--- src/rtl/accel_mag_sq.sv ---
// Accelerometer magnitude-squared front end: offset-corrects one 3-axis Q8.8 sample,
// sums the squares through one shared multiplier and hands the Q16.16 result to the sqrt stage.
`timescale 1ns/1ps
module accel_mag_sq #(
    parameter int unsigned TIMEOUT = 64
) (
    input  logic        clk,
    input  logic        rst,
    input  logic [15:0] x_in,
    input  logic [15:0] y_in,
    input  logic [15:0] z_in,
    input  logic [15:0] off_x,
    input  logic [15:0] off_y,
    input  logic [15:0] off_z,
    input  logic        s_valid,
    output logic        s_ready,
    output logic [31:0] m_value,
    output logic        m_start,
    input  logic        m_done,
    output logic        sat,
    output logic        timeout_err
);

    localparam int unsigned DW    = 16;
    localparam int unsigned AW    = 32;
    localparam int unsigned CNT_W = (TIMEOUT < 2) ? 1 : $clog2(TIMEOUT + 1);

    typedef enum logic [2:0] {
        IDLE,
        SQX,
        SQY,
        SQZ,
        ISSUE,
        WAIT
    } state_t;

    state_t             state;
    logic [DW-1:0]      dx;
    logic [DW-1:0]      dy;
    logic [DW-1:0]      dz;
    logic [AW-1:0]      acc;
    logic [CNT_W-1:0]   wait_cnt;

    logic [DW:0]        sub_x_c;
    logic [DW:0]        sub_y_c;
    logic [DW:0]        sub_z_c;
    logic [DW-1:0]      mul_op_c;
    logic signed [AW-1:0] prod_c;
    logic [AW-1:0]      acc_sum_c;

    // Returns {saturated, value}: 17-bit difference clamped to the signed 16-bit range.
    function automatic logic [DW:0] sub_sat(input logic [DW-1:0] a, input logic [DW-1:0] b);
        logic signed [DW:0] d;
        d = $signed({a[DW-1], a}) - $signed({b[DW-1], b});
        if (d[DW] != d[DW-1]) begin
            sub_sat = {1'b1, d[DW] ? 16'h8000 : 16'h7FFF};
        end else begin
            sub_sat = {1'b0, d[DW-1:0]};
        end
    endfunction

    assign sub_x_c = sub_sat(x_in, off_x);
    assign sub_y_c = sub_sat(y_in, off_y);
    assign sub_z_c = sub_sat(z_in, off_z);

    // Single shared multiplier; the operand follows the squaring state.
    always_comb begin
        mul_op_c = dx;
        case (state)
            SQY:     mul_op_c = dy;
            SQZ:     mul_op_c = dz;
            default: mul_op_c = dx;
        endcase
    end

    assign prod_c    = $signed(mul_op_c) * $signed(mul_op_c);
    assign acc_sum_c = acc + AW'(prod_c);

    // m_value is loaded on the edge into ISSUE so it is already valid while m_start is high.
    always_ff @(posedge clk) begin
        if (rst) begin
            state       <= IDLE;
            s_ready     <= 1'b1;
            m_start     <= 1'b0;
            m_value     <= '0;
            sat         <= 1'b0;
            timeout_err <= 1'b0;
            acc         <= '0;
            wait_cnt    <= '0;
            dx          <= '0;
            dy          <= '0;
            dz          <= '0;
        end else begin
            m_start     <= 1'b0;
            timeout_err <= 1'b0;
            case (state)
                IDLE: begin
                    if (s_valid && s_ready) begin
                        dx      <= sub_x_c[DW-1:0];
                        dy      <= sub_y_c[DW-1:0];
                        dz      <= sub_z_c[DW-1:0];
                        sat     <= sub_x_c[DW] | sub_y_c[DW] | sub_z_c[DW];
                        s_ready <= 1'b0;
                        state   <= SQX;
                    end
                end
                SQX: begin
                    acc   <= AW'(prod_c);
                    state <= SQY;
                end
                SQY: begin
                    acc   <= acc_sum_c;
                    state <= SQZ;
                end
                SQZ: begin
                    acc      <= acc_sum_c;
                    m_value  <= acc_sum_c;
                    m_start  <= 1'b1;
                    wait_cnt <= '0;
                    state    <= ISSUE;
                end
                ISSUE: begin
                    wait_cnt <= CNT_W'(1);
                    state    <= WAIT;
                end
                WAIT: begin
                    // The ISSUE cycle counts toward the budget; m_done beats expiry.
                    if (m_done) begin
                        s_ready <= 1'b1;
                        state   <= IDLE;
                    end else if (wait_cnt >= CNT_W'(TIMEOUT - 1)) begin
                        timeout_err <= 1'b1;
                        s_ready     <= 1'b1;
                        state       <= IDLE;
                    end else begin
                        wait_cnt <= wait_cnt + CNT_W'(1);
                    end
                end
                default: begin
                    s_ready <= 1'b1;
                    state   <= IDLE;
                end
            endcase
        end
    end

endmodule

--- config.mk ---
export PLATFORM = sky130hd
export DESIGN_NAME = accel_mag_sq
export DESIGN_NICKNAME = d
export VERILOG_FILES = /design/src/rtl/accel_mag_sq.sv
export SDC_FILE = /design/constraint.sdc
export NUM_CORES = 1
export LEC_CHECK = 0
export ABC_AREA = 1
export ABC_CLOCK_PERIOD_IN_PS = 21200
export CORE_MARGIN = 4
export CORE_UTILIZATION = 55
export DETAILED_ROUTE_END_ITERATION = 12
export GPL_TIMING_DRIVEN = 0
export PLACE_DENSITY = 0.75
export REMOVE_ABC_BUFFERS = 1
export SETUP_SLACK_MARGIN = 0.02
export SYNTH_ARGS = -nofsm -noshare
export SYNTH_HDL_FRONTEND = slang
export SYNTH_SLANG_ARGS = --single-unit
export TNS_END_PERCENT = 20
--- constraint.sdc ---
create_clock -name clk -period 21.2 [get_ports clk]
set_clock_uncertainty 0.15 [all_clocks]
set_input_delay 2.12 -clock clk [delete_from_list [all_inputs] [get_ports clk]]
set_output_delay 2.12 -clock clk [all_outputs]
set_load 0.02 [all_outputs]
Word level (Yosys, flattened, before mapping) --
Cells that the tools add are included. W data, S select, Z words.
Word-level totals: flip-flop bits (word level) 126, input bits 100, output and inout bits 36
Operators by class: add/subtract/negate cells 5, multipliers 1, order comparisons 1, equal/unequal tests 12, multiplexer cells 21, bitwise operators 4, reductions and logical operators 11
Operators by type and width (number):
- $pmux W32 S2 | 1
- $mux W17 | 3
- $sub A16 B16 Y17 | 3
- $mux W16 | 3
- $add A32 B32 Y32 | 1
- $mul A16 B16 Y32 | 1
- $pmux W16 S2 | 1
- $pmux W7 S3 | 1
- $pmux W3 S6 | 1
- $mux W7 | 2
- $mux W3 | 3
- $add A7 B1 Y7 const B | 1
- $ge A7 B6 Y1 const B | 1
- $eq A3 B2 Y1 const B | 2
- $eq A3 B3 Y1 const B | 2
- $ne A2 B2 Y1 const B | 3
- $reduce_and A3 Y1 | 2
- $mux W1 | 5
- $reduce_and A2 Y1 | 2
- $reduce_or A4 Y1 | 1
- $eq A3 B1 Y1 const B | 1
- $logic_not A3 Y1 | 1
- $ne A1 B1 Y1 | 3
- $ne A3 B3 Y1 const B | 1
- 8 further kinds | 10

Depth between registers and ports, before layout --
word-level depth 5, depth in mapped cells 47

Least setup slack after synthesis --
OpenSTA, ideal clock, no wires.
path type register to register, start register state[1], end register m_value[31], setup time 0.116 ns, arrival time 7.165 ns, path slack 13.769 ns, cell stages (with the launch flop) 40, cells stage by stage dfxtp_1 -> nand2_1 -> nor2_2 -> inv_2 -> nand2_4 -> inv_4 -> a21oi_1 -> buf_2 -> nor2_1 -> fa_1 -> inv_1 -> fa_1 -> inv_1 -> fa_1 -> fa_1 -> fa_1 -> fa_1 -> ha_1 -> [4 not listed] -> or2_2 -> nand4_1 -> nand2_1 -> ha_1 -> nand2_1 -> nand2_1 -> nand2_1 -> nand2_1 -> nand2_1 -> nand2_1 -> a21oi_1 -> nand2_1 -> nand2_1 -> nand2_1 -> nand2_1 -> nand3_1 -> o211ai_1 -> inv_1
Between the ends: longest elaborated chain between the ends 4, elaborated cells between the ends (all ways) 5
RTL lines:
- start, declared | line 37 | state_t state;
- start signal, assigned | line 82 | state <= IDLE;
- start signal, assigned | line 104 | state <= SQX;
- start signal, assigned | line 109 | state <= SQY;
- $eq A3 B2 Y1, on equally long branches | line 69, 96
- $pmux W16 S2 | line 69 | case (state)
- $mul A16 B16 Y32 | line 76 | assign prod_c = $signed(mul_op_c) * $signed(mul_op_c);
- $add A32 B32 Y32 | line 77 | assign acc_sum_c = acc + AW'(prod_c);
- end signal, assigned | line 117 | m_value <= acc_sum_c;
- end, declared | line 17 | output logic [31:0] m_value,
Several ways; a longest one is shown, not always the timed one. A chain may end at the register's enable or synchronous reset.

Worst setup path after layout --
start register state[1], end register acc[14]
Between the ends: longest elaborated chain between the ends 5, elaborated cells between the ends (all ways) 9
RTL lines:
- $eq A3 B2 Y1 | line 69, 96
- $pmux W16 S2 | line 69
- $mul A16 B16 Y32 | line 76
- $add A32 B32 Y32 | line 77
- $pmux W32 S2 | line 96 | case (state)
- end signal, assigned | line 108 | acc <= AW'(prod_c);
- end signal, assigned | line 112 | acc <= acc_sum_c;
- end signal, assigned | line 116 | acc <= acc_sum_c;
- end, declared | line 41 | logic [AW-1:0] acc;
Several ways; a longest one is shown, not always the timed one.

==> impl_metrics.toml <==
[status]
status = "complete, no violations"

[global_route]
grt_util_all_layers = 0.290
grt-ovfl-total = 0
grt_max_degree = 64
grt_pass1_wl_mm = 90.4
antenna_found_initial = 0
grt_pass1_vias = 18500

[sta]
max_freq_mhz = 89.5
worst_pin_slew_ns = 1.33
rsz0062_at_grt = "false"
max_slew_margin = 0.114
fin_crit_sh = 0.527
drv_slew = 0
finalHoldViolCount = 0
finalCriticalPeriod_ns = 11.17
fin_tns_setup_ns = 0
finalSetupViolCount = 0

[setup_path]
start_kind = "register"
slowest_stage = "a21oi_2"
worstPathRequired_ns = 21.41
cp-end-kind = "register"
crit_arrival_ns = 11.38
crit_type = "reg2reg"
max_stage_delay_ns = 1.00
cp_max_fo = 44

[cts]
cts_setup_buffers = 0
clk_pin_slew_ns = 0.06
ctsHoldBuffers = 0
cts_resized = 0
insertion_delay_ns = 0.44
cts_buffers = 17
cts_root_buffer = "clkbuf_16"
clock-sinks = 126
clockBufferDepth = 2
h-tree-depth = 4
cts_tree = "yes"

[logic_synthesis]
ys_seq_elements = 126
synth_cells = 2735
syn-cell-area_mm2 = 0.0194
yosysSeqAreaShare = 0.130
ys.warnings.count = 0
synth_top_area_frac = 0.246
yosysTopAreaCell = "fa_1"
synth_ff_type = "dfxtp_1"
synth_area_leaders = "fa_1 (25%), dfxtp_1 (13%), inv_1 (12%)"
async_flop_share = 0
avgSynthCellArea_um2 = 7.11
synth_cell_types = 55
synth-edff-count = 0

[cells_and_area]
syn2layout_area_growth_pct = 12.0
final.fill_count = 3243
drive_above_1_share = 0.0348
n_antenna_cell = 0
finalNonFillerCells = 3297
nets = 3344

[detailed_routing]
dr.pass1.iters = 7
drtIter0Drc = 1375
drt_wl_total_mm = 55.2
wl_per_cell_um = 16.7
remaining_drc_errors = 0
ant_nets = 0
via_per_inst = 5.45
via_count = 18000

[floorplan]
start_util = 0.560
die_w_um = 196
die-area_mm2 = 0.0384
die_y_um = 196
core.rowCount = 68
core_mm2 = 0.0347
io_pins = 136

[placement]
gp_congestion = 0.959
hpwlAfterDp_mm = 45.8
dp.cells = 3266
io_buffers = 135

[run]
drv_cap = 0

[min_path]
hold_path.class = "reg2reg"
## cells in the mapped netlist (4+ instances only)
cell type,instances
o21bai_1,15
a31o_2,5
buf_2,22
nor2_2,5
a21oi_2,6
dfxtp_1,126
nand2_1,473
inv_1,622
inv_2,12
ha_1,175
nor2_1,252
a21oi_1,200
or2_1,4
o31ai_1,4
nand4_1,23
or2_2,6
a21o_1,21
o22ai_1,15
nor3_1,23
buf_1,7
o21ai_0,126
xor2_1,31
nand3b_1,6
clkbuf_1,32
a31oi_1,30
xnor2_1,8
o21a_1,10
a21oi_4,6
nand3_1,159
fa_1,239
nor3b_1,4
o211ai_1,31
## metal layers
metal	vias up	share of wire	wire length, um	global-route usage
met2	590	0.47	26100	0.490
met1	8504	0.42	23300	0.373
met4	0	0.035	1940	0.107
li1	8785	-	-	-
met5	-	0	0	0
met3	106	0.070	3870	0.0527
## worst max-delay path: cells and delay by family, from the launching register on
family / cells / cell delay, ns
flip-flops: 1 / 0.41
AND/OR/NAND/NOR: 10 / 2.77
AO/OA/AOI/OAI: 4 / 1.59
adder cells (fa/ha/maj): 8 / 3.70
XOR/XNOR: 2 / 0.91
buffers and inverters: 8 / 1.52
## per-stage QoR
stage          instance area, um2  hold WS (ns)  worst slack [ns]  utilization
6_report                    21800         0.316             10.03        0.628
5_1_grt                     21800         0.338              9.32        0.628
4_1_cts                     21800         0.316             10.04        0.627
3_5_place_dp                21200         0.304             10.08        0.611
3_3_place_gp                21100         0.284              8.07        0.607
2_1_floorplan               19100         0.272             11.31            -
## cell families after synthesis
| kind of cell | Yosys count | share of synthesized area |
|---|---|---|
| adder cells (fa/ha/maj) | 414 | 0.359 |
| XOR/XNOR | 39 | 0.0176 |
| buffers and inverters | 701 | 0.138 |
| AO/OA/AOI/OAI | 488 | 0.148 |
| AND/OR/NAND/NOR | 967 | 0.208 |
| flip-flops | 126 | 0.130 |
## cell type report
cell class | count | area, um2 | share of cell area
clock buffers | 18 | 439 | 0.0202
clock inverters | 13 | 141 | 0.00649
inverters | 636 | 2390 | 0.110
multi-input cells | 1908 | 14300 | 0.654
flip-flops and latches | 126 | 2520 | 0.116
well taps | 455 | 569 | 0.0261
repair buffers | 141 | 1470 | 0.0675
## sequential cells by signal (all words and copies together) (netlist names)
name and cells:
m_start 1, dz 16, m_value 32, s_ready 1, dx 16, sat 1
acc 32, wait_cnt 7, state 3, dy 16, timeout_err 1
## worst paths after layout
kind | slack (ns) | to | start | cells after the start
max | 10.03 | acc[14] | state[1] | 32
min | 0.32 | wait_cnt[6] | wait_cnt[6] | 2
max reg2reg | 10.03 | acc[14] | state[1] | 32
min reg2reg | 0.32 | wait_cnt[6] | wait_cnt[6] | 2
## placed cells by master, fill, tap and decap left out, drive strengths merged, types with 2 or more instances in the layout
cell / instances
a211oi: 2
a21boi: 4
a21o: 21
a21oi: 212
a31o: 5
a31oi: 30
and2: 2
and3: 2
buf: 7
bufinv: 2
clkbuf: 18
clkdlybuf4s50: 134
clkinv: 6
clkinvlp: 3
dfxtp: 126
fa: 239
ha: 175
inv: 638
nand2: 476
nand3: 161
nand3b: 6
nand4: 23
nor2: 257
nor3: 24
nor3b: 5
o211ai: 31
o21a: 10
o21ai: 132
o21bai: 17
o22ai: 15
o31ai: 5
or2: 10
xnor2: 8
xor2: 31
Power is not shown: default switching activity piles up to over one toggle a cycle in this logic, so the estimate is an artifact.
